**src/rtl/instr_sequencer.sv**
```systemverilog
// rtl/instr_sequencer.sv - fetch/decode/issue sequencer with program counter and halt/illegal detection
module instr_sequencer #(
    parameter int ADDR_W = 8,
    parameter int IMM_W  = 8
) (
    input  logic                clk,
    input  logic                rst_n,
    input  logic                start,
    input  logic [ADDR_W-1:0]   start_addr,
    output logic                imem_rd,
    output logic [ADDR_W-1:0]   imem_addr,
    input  logic [6+IMM_W-1:0]  imem_rdata,
    output logic [5:0]          opcode,
    output logic [IMM_W-1:0]    imm,
    output logic                instr_valid,
    input  logic                instr_ready,
    output logic [ADDR_W-1:0]   pc,
    output logic                busy,
    output logic                done,
    output logic                error
);

    localparam int IW = 6 + IMM_W;
    localparam logic [5:0] OP_HALT = 6'b111111;

    typedef enum logic [2:0] {
        S_IDLE,
        S_FETCH,
        S_WAIT,
        S_ISSUE,
        S_DONE
    } state_t;

    state_t            state_q, state_d;
    logic [ADDR_W-1:0] pc_q, pc_d;
    logic [IW-1:0]     ir_q, ir_d;
    logic              done_q, done_d;
    logic              error_q, error_d;
    logic [5:0]        rd_op;

    assign rd_op = imem_rdata[IW-1 -: 6];

    always_ff @(posedge clk) begin
        if (!rst_n) begin
            state_q <= S_IDLE;
            pc_q    <= '0;
            ir_q    <= '0;
            done_q  <= 1'b0;
            error_q <= 1'b0;
        end else begin
            state_q <= state_d;
            pc_q    <= pc_d;
            ir_q    <= ir_d;
            done_q  <= done_d;
            error_q <= error_d;
        end
    end

    always_comb begin
        state_d = state_q;
        pc_d    = pc_q;
        ir_d    = ir_q;
        done_d  = done_q;
        error_d = error_q;
        case (state_q)
            S_IDLE, S_DONE: begin
                if (start) begin
                    pc_d    = start_addr;
                    done_d  = 1'b0;
                    error_d = 1'b0;
                    state_d = S_FETCH;
                end
            end
            S_FETCH: state_d = S_WAIT;
            S_WAIT: begin
                ir_d = imem_rdata;
                // Only opcodes 0..7 are implemented by the controller.
                if (rd_op[5:3] == 3'b000) begin
                    state_d = S_ISSUE;
                end else begin
                    state_d = S_DONE;
                    done_d  = 1'b1;
                    error_d = (rd_op != OP_HALT);
                end
            end
            S_ISSUE: begin
                if (instr_ready) begin
                    pc_d    = pc_q + ADDR_W'(1);
                    state_d = S_FETCH;
                end
            end
            default: state_d = S_IDLE;
        endcase
    end

    assign instr_valid = (state_q == S_ISSUE);
    assign opcode      = instr_valid ? ir_q[IW-1 -: 6] : 6'b000000;
    assign imm         = instr_valid ? ir_q[IMM_W-1:0] : '0;
    assign imem_rd     = (state_q == S_FETCH);
    assign imem_addr   = pc_q;
    assign pc          = pc_q;
    assign busy        = (state_q == S_FETCH) || (state_q == S_WAIT) || (state_q == S_ISSUE);
    assign done        = done_q;
    assign error       = error_q;

endmodule

```
**config.mk**
```make
export PLATFORM = sky130hd
export DESIGN_NAME = instr_sequencer
export DESIGN_NICKNAME = d
export VERILOG_FILES = /design/src/rtl/instr_sequencer.sv
export SDC_FILE = /design/constraint.sdc
export NUM_CORES = 1
export LEC_CHECK = 0
export CAP_MARGIN = 20
export CORE_AREA = 4 4 75 77
export CTS_CLUSTER_SIZE = 16
export DETAILED_ROUTE_END_ITERATION = 6
export DIE_AREA = 0 0 79 81
export PLACE_DENSITY = 0.59
export SYNTH_ARGS = -nofsm -noshare
export SYNTH_HDL_FRONTEND = slang
export SYNTH_SLANG_ARGS = --single-unit
```
**constraint.sdc**
```tcl
create_clock -name clk -period 1.6 [get_ports clk]
set_clock_uncertainty 0.05 [all_clocks]
set_input_delay 0.32 -clock clk [delete_from_list [all_inputs] [get_ports clk]]
set_output_delay 0.32 -clock clk [all_outputs]
set_load 0.01 [all_outputs]
```
==> reports/qor.yml, run 1 <==
run_status: "finished, final reports clean"
cap_violations: 0
gp_congestion: 0.8101
synthFlopType: "dfxtp_1"
drv_slew: 0
numCtsBuffers: 3
die_w_um: 79
route.detailed.drc: 0
setup_tns_ns: 0
ant_nets: 0
syn_inst: 182
crit_family: "buffers and inverters"
period_needed_ns: 1.560
die-area_mm2: 0.006399
min_from: "ir_q[1]"
comb_power_share: 0.221
dpl_cell_area_mm2: 0.002118
yosysWarnings: 0
regToRegStartpoint: "state_q[1]"
finalInstanceArea_mm2: 0.002152
yosysTopAreaCell: "dfxtp_1"
end_kind: "primary output"
whs_ns: 0.4054
rows: 26
r2r_cells: 5
worst_pin_slew_ns: 0.3909
grt_pass1_wl_um: 6154
min_path_type: "reg2reg"
syn_area_mm2: 0.001429
start_util: 0.2852
mostFrequentLayoutCells: "nand2_1, clkdlybuf4s50_1, a21oi_1"
avgViaCountPerCell: 4.654
antenna_found_initial: 0
timing.rr.end: "ir_q[13]"
seq_power_share: 0.506
fin_nets: 273
relSlewSlack: 0.7391
grt-ovfl-total: 0
vdd_drop_max_v: 0.0003773
finalCritPeriodShare: 0.9752
cts_sinks: 27
arrival_ns: 1.19
netlist-cell-type-count: 35
synth.ff_latch_count: 27
reg2reg_slack_ns: 0.15
crit_buf_inv: 1
clockRootBuffer: "clkbuf_8"
cts_tree: "built"
drtPass1Iterations: 4
wl_per_cell_um: 12.06
setup_viol: 0
ctsHoldBuffers: 0
holdPathEnd: "ir_q[1]"
synth_top_area_frac: 0.3783
htreeDepth: 1
grt_pass1_vias: 1432
clkTransAtPathRegs_ns: 0.10
ys_top_cells_by_area: "dfxtp_1, nand2_1, a21oi_1"
setup_ws_ns: 0.03962
crit_fanout: 6
synth.avg_cell_area_um2: 7.851
cp_slowest_cell: "clkdlybuf4s50_1"
synth-edff-count: 0
p_int_mw: 1.064
area_delta_synth_final_pct: 50.61
mostFrequentLayoutCell: "nand2_1"
drive_gt1_frac: 0.2408
io_buffers: 60
routed_wl_um: 3799
clock_power_share: 0.273
ys_async_sr_fraction: 0
drt_iter0_drc: 38
cellLeakagePower_nw: 1.013
rsz0062_at_grt: "true"
swShare: 0.2734
core_mm2: 0.005010
grt_start_max_net_pins: 17
crit_path_max_incr_delay_ns: 0.53
max_freq_ghz: 0.6409
synth_fp_nets: 209
antenna_cells: 0
timing_hold_violations_final: 0
worstSetupPathType: "reg2out"
power_density_mw_per_mm2: 680.4
p_switching_mw: 0.4004
dp_hpwl_um: 2818
path_cells: "clkdlybuf4s50_1"
post-route-util: 0.4296
yosysSeqAreaShare: 0.3783
start_kind: "flop"
num_vias: 1466
holdPathStages: 2
die_h_um: 81
preCtsSetupSlack_ns: -0.1233
cp_data_required_time_ns: 1.23
boundaryPins: 61
clockBufferDepth: 2
worstSetupStartpoint: "imem_addr[0]"
grt_usage: 0.1193
clock_latency_ns: 0.27
-- Yosys cell counts, drive strengths merged (2+ instances only) --
cell type and instances:
o22ai 3, buf 15, o21ai 7, nand3 2, and2 15, nor3 8
a22oi 3, nand4 2, a211oi 2, nand2 40, nor3b 3, inv 3
a21oi 28, dfxtp 27, nor2 7, clkbuf 3, and4 2
-- cell type report --
cell class	count	area [um2]
Fill cell	545	2858
Multi-Input combinational cell	134	768.2
Timing Repair Buffer	77	666.9
Sequential cell	27	561.8
Tap cell	70	87.58
Clock buffer	3	41.29
Inverter	3	18.77
Clock inverter	1	7.507
-- stage by stage --
| step | cells | total power [mW] |
|---|---|---|
| floorplan | 182 | 0.9148 |
| global placement | 310 | 1.092 |
| detailed placement | 310 | 1.093 |
| CTS | 314 | 1.494 |
| global route | 315 | 1.546 |
| finish | 315 | 1.464 |
-- routing by layer --
layer,part of all wire,wire (um),vias up,GRT usage
met1,0.45,1695,661,0.1443
met4,0.0092,35,0,0.02921
met5,0,0,-,0
met2,0.47,1786,52,0.2088
li1,-,-,749,-
met3,0.074,282,4,0.03437
-- sequential cells by signal, indices dropped and copies added, names as in the netlist --
register	flops
imem_addr	8
done	1
state_q	3
ir_q	14
error	1
-- timing repair --
action / CTS / global route
setup buffers: 0 / 1
gates resized for setup: 70 / 29
endpoints found under the setup margin: 31 / 28
gates cloned: 0 / 0
-- how the worst max path moves through the flow --
stage | end | slack [ns] | depth (start not counted)
2_1_floorplan | imm[0] | 0.09 | 4
3_3_place_gp | opcode[5] | -0.13 | 4
3_5_place_dp | opcode[0] | -0.12 | 4
4_1_cts | opcode[2] | -0.03 | 4
5_1_grt | instr_valid | -0.02 | 5
6_report | pc[0] | 0.04 | 1
-- cells by family after synthesis --
group	share of synthesized area
AOI/OAI and AO/OA	0.2163
adders and majority gates	0.008755
buffers and inverters	0.09106
DFF	0.3783
and+or+nand+nor	0.3056
-- power by group through the flow --
stage	Clock, mW	Sequential (mW)	Combinational, mW
after floorplan	0	0.756	0.158
after global placement	0	0.755	0.337
after detailed placement	0	0.756	0.337
after CTS	0.418	0.744	0.331
after global routing	0.439	0.748	0.359
final	0.400	0.741	0.324
No activity file was read; power rests on OpenSTA's default activity.
==> run 2, diff against run 1 <==
- DONT_BUFFER_PORTS: not set -> 1
- PLACE_DENSITY: 0.59 -> 0.43
- RECOVER_POWER: not set -> 50
==> reports/qor.yml, run 2 (synthesis gave the netlist of run 1 again) <==
run_status: "finished, final reports clean"
path_cells: "nand3b_4 > inv_6 > clkbuf_16 > and2_4"
clkTransAtPathRegs_ns: 0.11  # about the same
grt_pass1_wl_um: 6023  # -2.1%
min_path_type: "in2reg"
grt-ovfl-total: 0  # unchanged
cap_violations: 0  # unchanged
reg2reg_slack_ns: 0.09  # -0.06 ns
arrival_ns: 1.20  # about the same
cp_slowest_cell: "dfxtp_4"
drtPass1Iterations: 4  # unchanged
crit_fanout: 8  # +2
worstSetupPathType: "reg2out"
core_mm2: 0.005010  # unchanged
grt_pass1_vias: 1274  # -11%
vdd_drop_max_v: 0.0003094  # -18%
power_density_mw_per_mm2: 809.1  # +19%
setup_viol: 0  # unchanged
gp_congestion: 0.8513  # +5.1%
finalCritPeriodShare: 0.9792  # +0.003930
die_w_um: 79  # unchanged
cts_tree: "built"
route.detailed.drc: 0  # unchanged
rsz0062_at_grt: "true"
clock_latency_ns: 0.28  # about the same
avgViaCountPerCell: 5.038  # +8.3%
fin_nets: 218  # -20%
drive_gt1_frac: 0.2316  # -0.009237
dpl_cell_area_mm2: 0.001545  # -27%
worst_pin_slew_ns: 0.4149  # +0.02407 ns
rows: 26  # unchanged
wl_per_cell_um: 14.98  # +24%
num_vias: 1310  # -11%
htreeDepth: 1  # unchanged
end_kind: "primary output"
ant_nets: 0  # unchanged
start_kind: "flop"
cellLeakagePower_nw: 0.6137  # -39%
cts_sinks: 27  # unchanged
start_util: 0.2852  # unchanged
dp_hpwl_um: 2774  # -1.6%
antenna_cells: 0  # unchanged
grt_usage: 0.1174  # -0.001857
dp.cells: 252  # -19%
clockRootBuffer: "clkbuf_8"
mostFrequentLayoutCell: "nand2_1"
drv_slew: 0  # unchanged
max_freq_ghz: 0.6383  # -0.40%
antenna_found_initial: 0  # unchanged
numCtsBuffers: 3  # unchanged
die_h_um: 81  # unchanged
routed_wl_um: 3894  # +2.5%
largest_reg_flops: 14  # unchanged
setup_tns_ns: 0  # unchanged
drt_iter0_drc: 30  # -21%
area_delta_synth_final_pct: 16.81
finalInstanceArea_mm2: 0.001669  # -22%
boundaryPins: 61  # unchanged
period_needed_ns: 1.567  # +0.006287 ns
die-area_mm2: 0.006399  # unchanged
largest_register: "ir_q"
io_buffers: 0  # -100%
stdcell_count: 260  # -17%
whs_ns: 0.1145  # -0.2909 ns
timing_hold_violations_final: 0  # unchanged
mostFrequentLayoutCells: "nand2_1, a21oi_1, dfxtp_1"
clockBufferDepth: 2  # unchanged
cp_data_required_time_ns: 1.23  # about the same
relSlewSlack: 0.7234  # -0.01576
crit_path_max_incr_delay_ns: 0.35  # -0.18 ns
grt_start_max_net_pins: 19  # +2
==> run 2: metal layers <==
layer / GRT usage / routed length [um] / vias to the layer above
met5: 0 / 0 / -
met2: 0.2012 / 1891 / 63
met1: 0.1382 / 1579 / 607
met3: 0.04545 / 406 / 2
li1: - / - / 638
met4: 0.02921 / 18 / 0
==> run 2: what timing repair did <==
action                     4_1_cts  5_1_grt
hold buffers                     0        0
resized for setup                6       16
gates cloned                     0        1
setup endpoints to repair       15       15
setup buffers                    0        3
pin swaps                        0        5
==> run 2: area by class of cell <==
cell class                      instances  area, um2
Fill cell                             565       3341
Sequential cell                        27      551.8
Timing Repair Buffer                   22      180.2
Multi-Input combinational cell        134      784.5
Tap cell                               70      87.58
Clock inverter                          1      7.507
Inverter                                3      16.27
Clock buffer                            3      41.29
==> run 2: where the power goes <==
part	leakage, nW	internal [mW]	switching [mW]
Clock	0.0217	0.177	0.233
Sequential	0.222	0.704	0.0362
Combinational	0.370	0.0814	0.120
==> run 2: path summary, 6_finish.rpt <==
| check | depth (start not counted) | end | startpoint |
|---|---|---|---|
| setup / recovery | 4 | opcode[3] | state_q[2] |
| hold / removal | 2 | ir_q[9] | imem_rdata[9] |
| setup reg to reg | 6 | ir_q[6] | state_q[2] |
| hold reg to reg | 2 | ir_q[4] | ir_q[4] |
==> run 2: critical path, delay by kind of cell (launching register included) <==
family                 cells  cell delay (ns)
buffers and inverters      2             0.24
AND/OR/NAND/NOR            2             0.32
flip-flops                 1             0.35
==> run 2: stage by stage <==
step	setup WS [ns]	util	power (mW)
2_1_floorplan	0.08896	-	0.9148
3_3_place_gp	0.1604	0.3084	0.9593
3_5_place_dp	0.1062	0.3084	0.9610
4_1_cts	-0.01028	0.3204	1.373
5_1_grt	-0.02067	0.3332	1.423
6_report	0.03333	0.3332	1.350
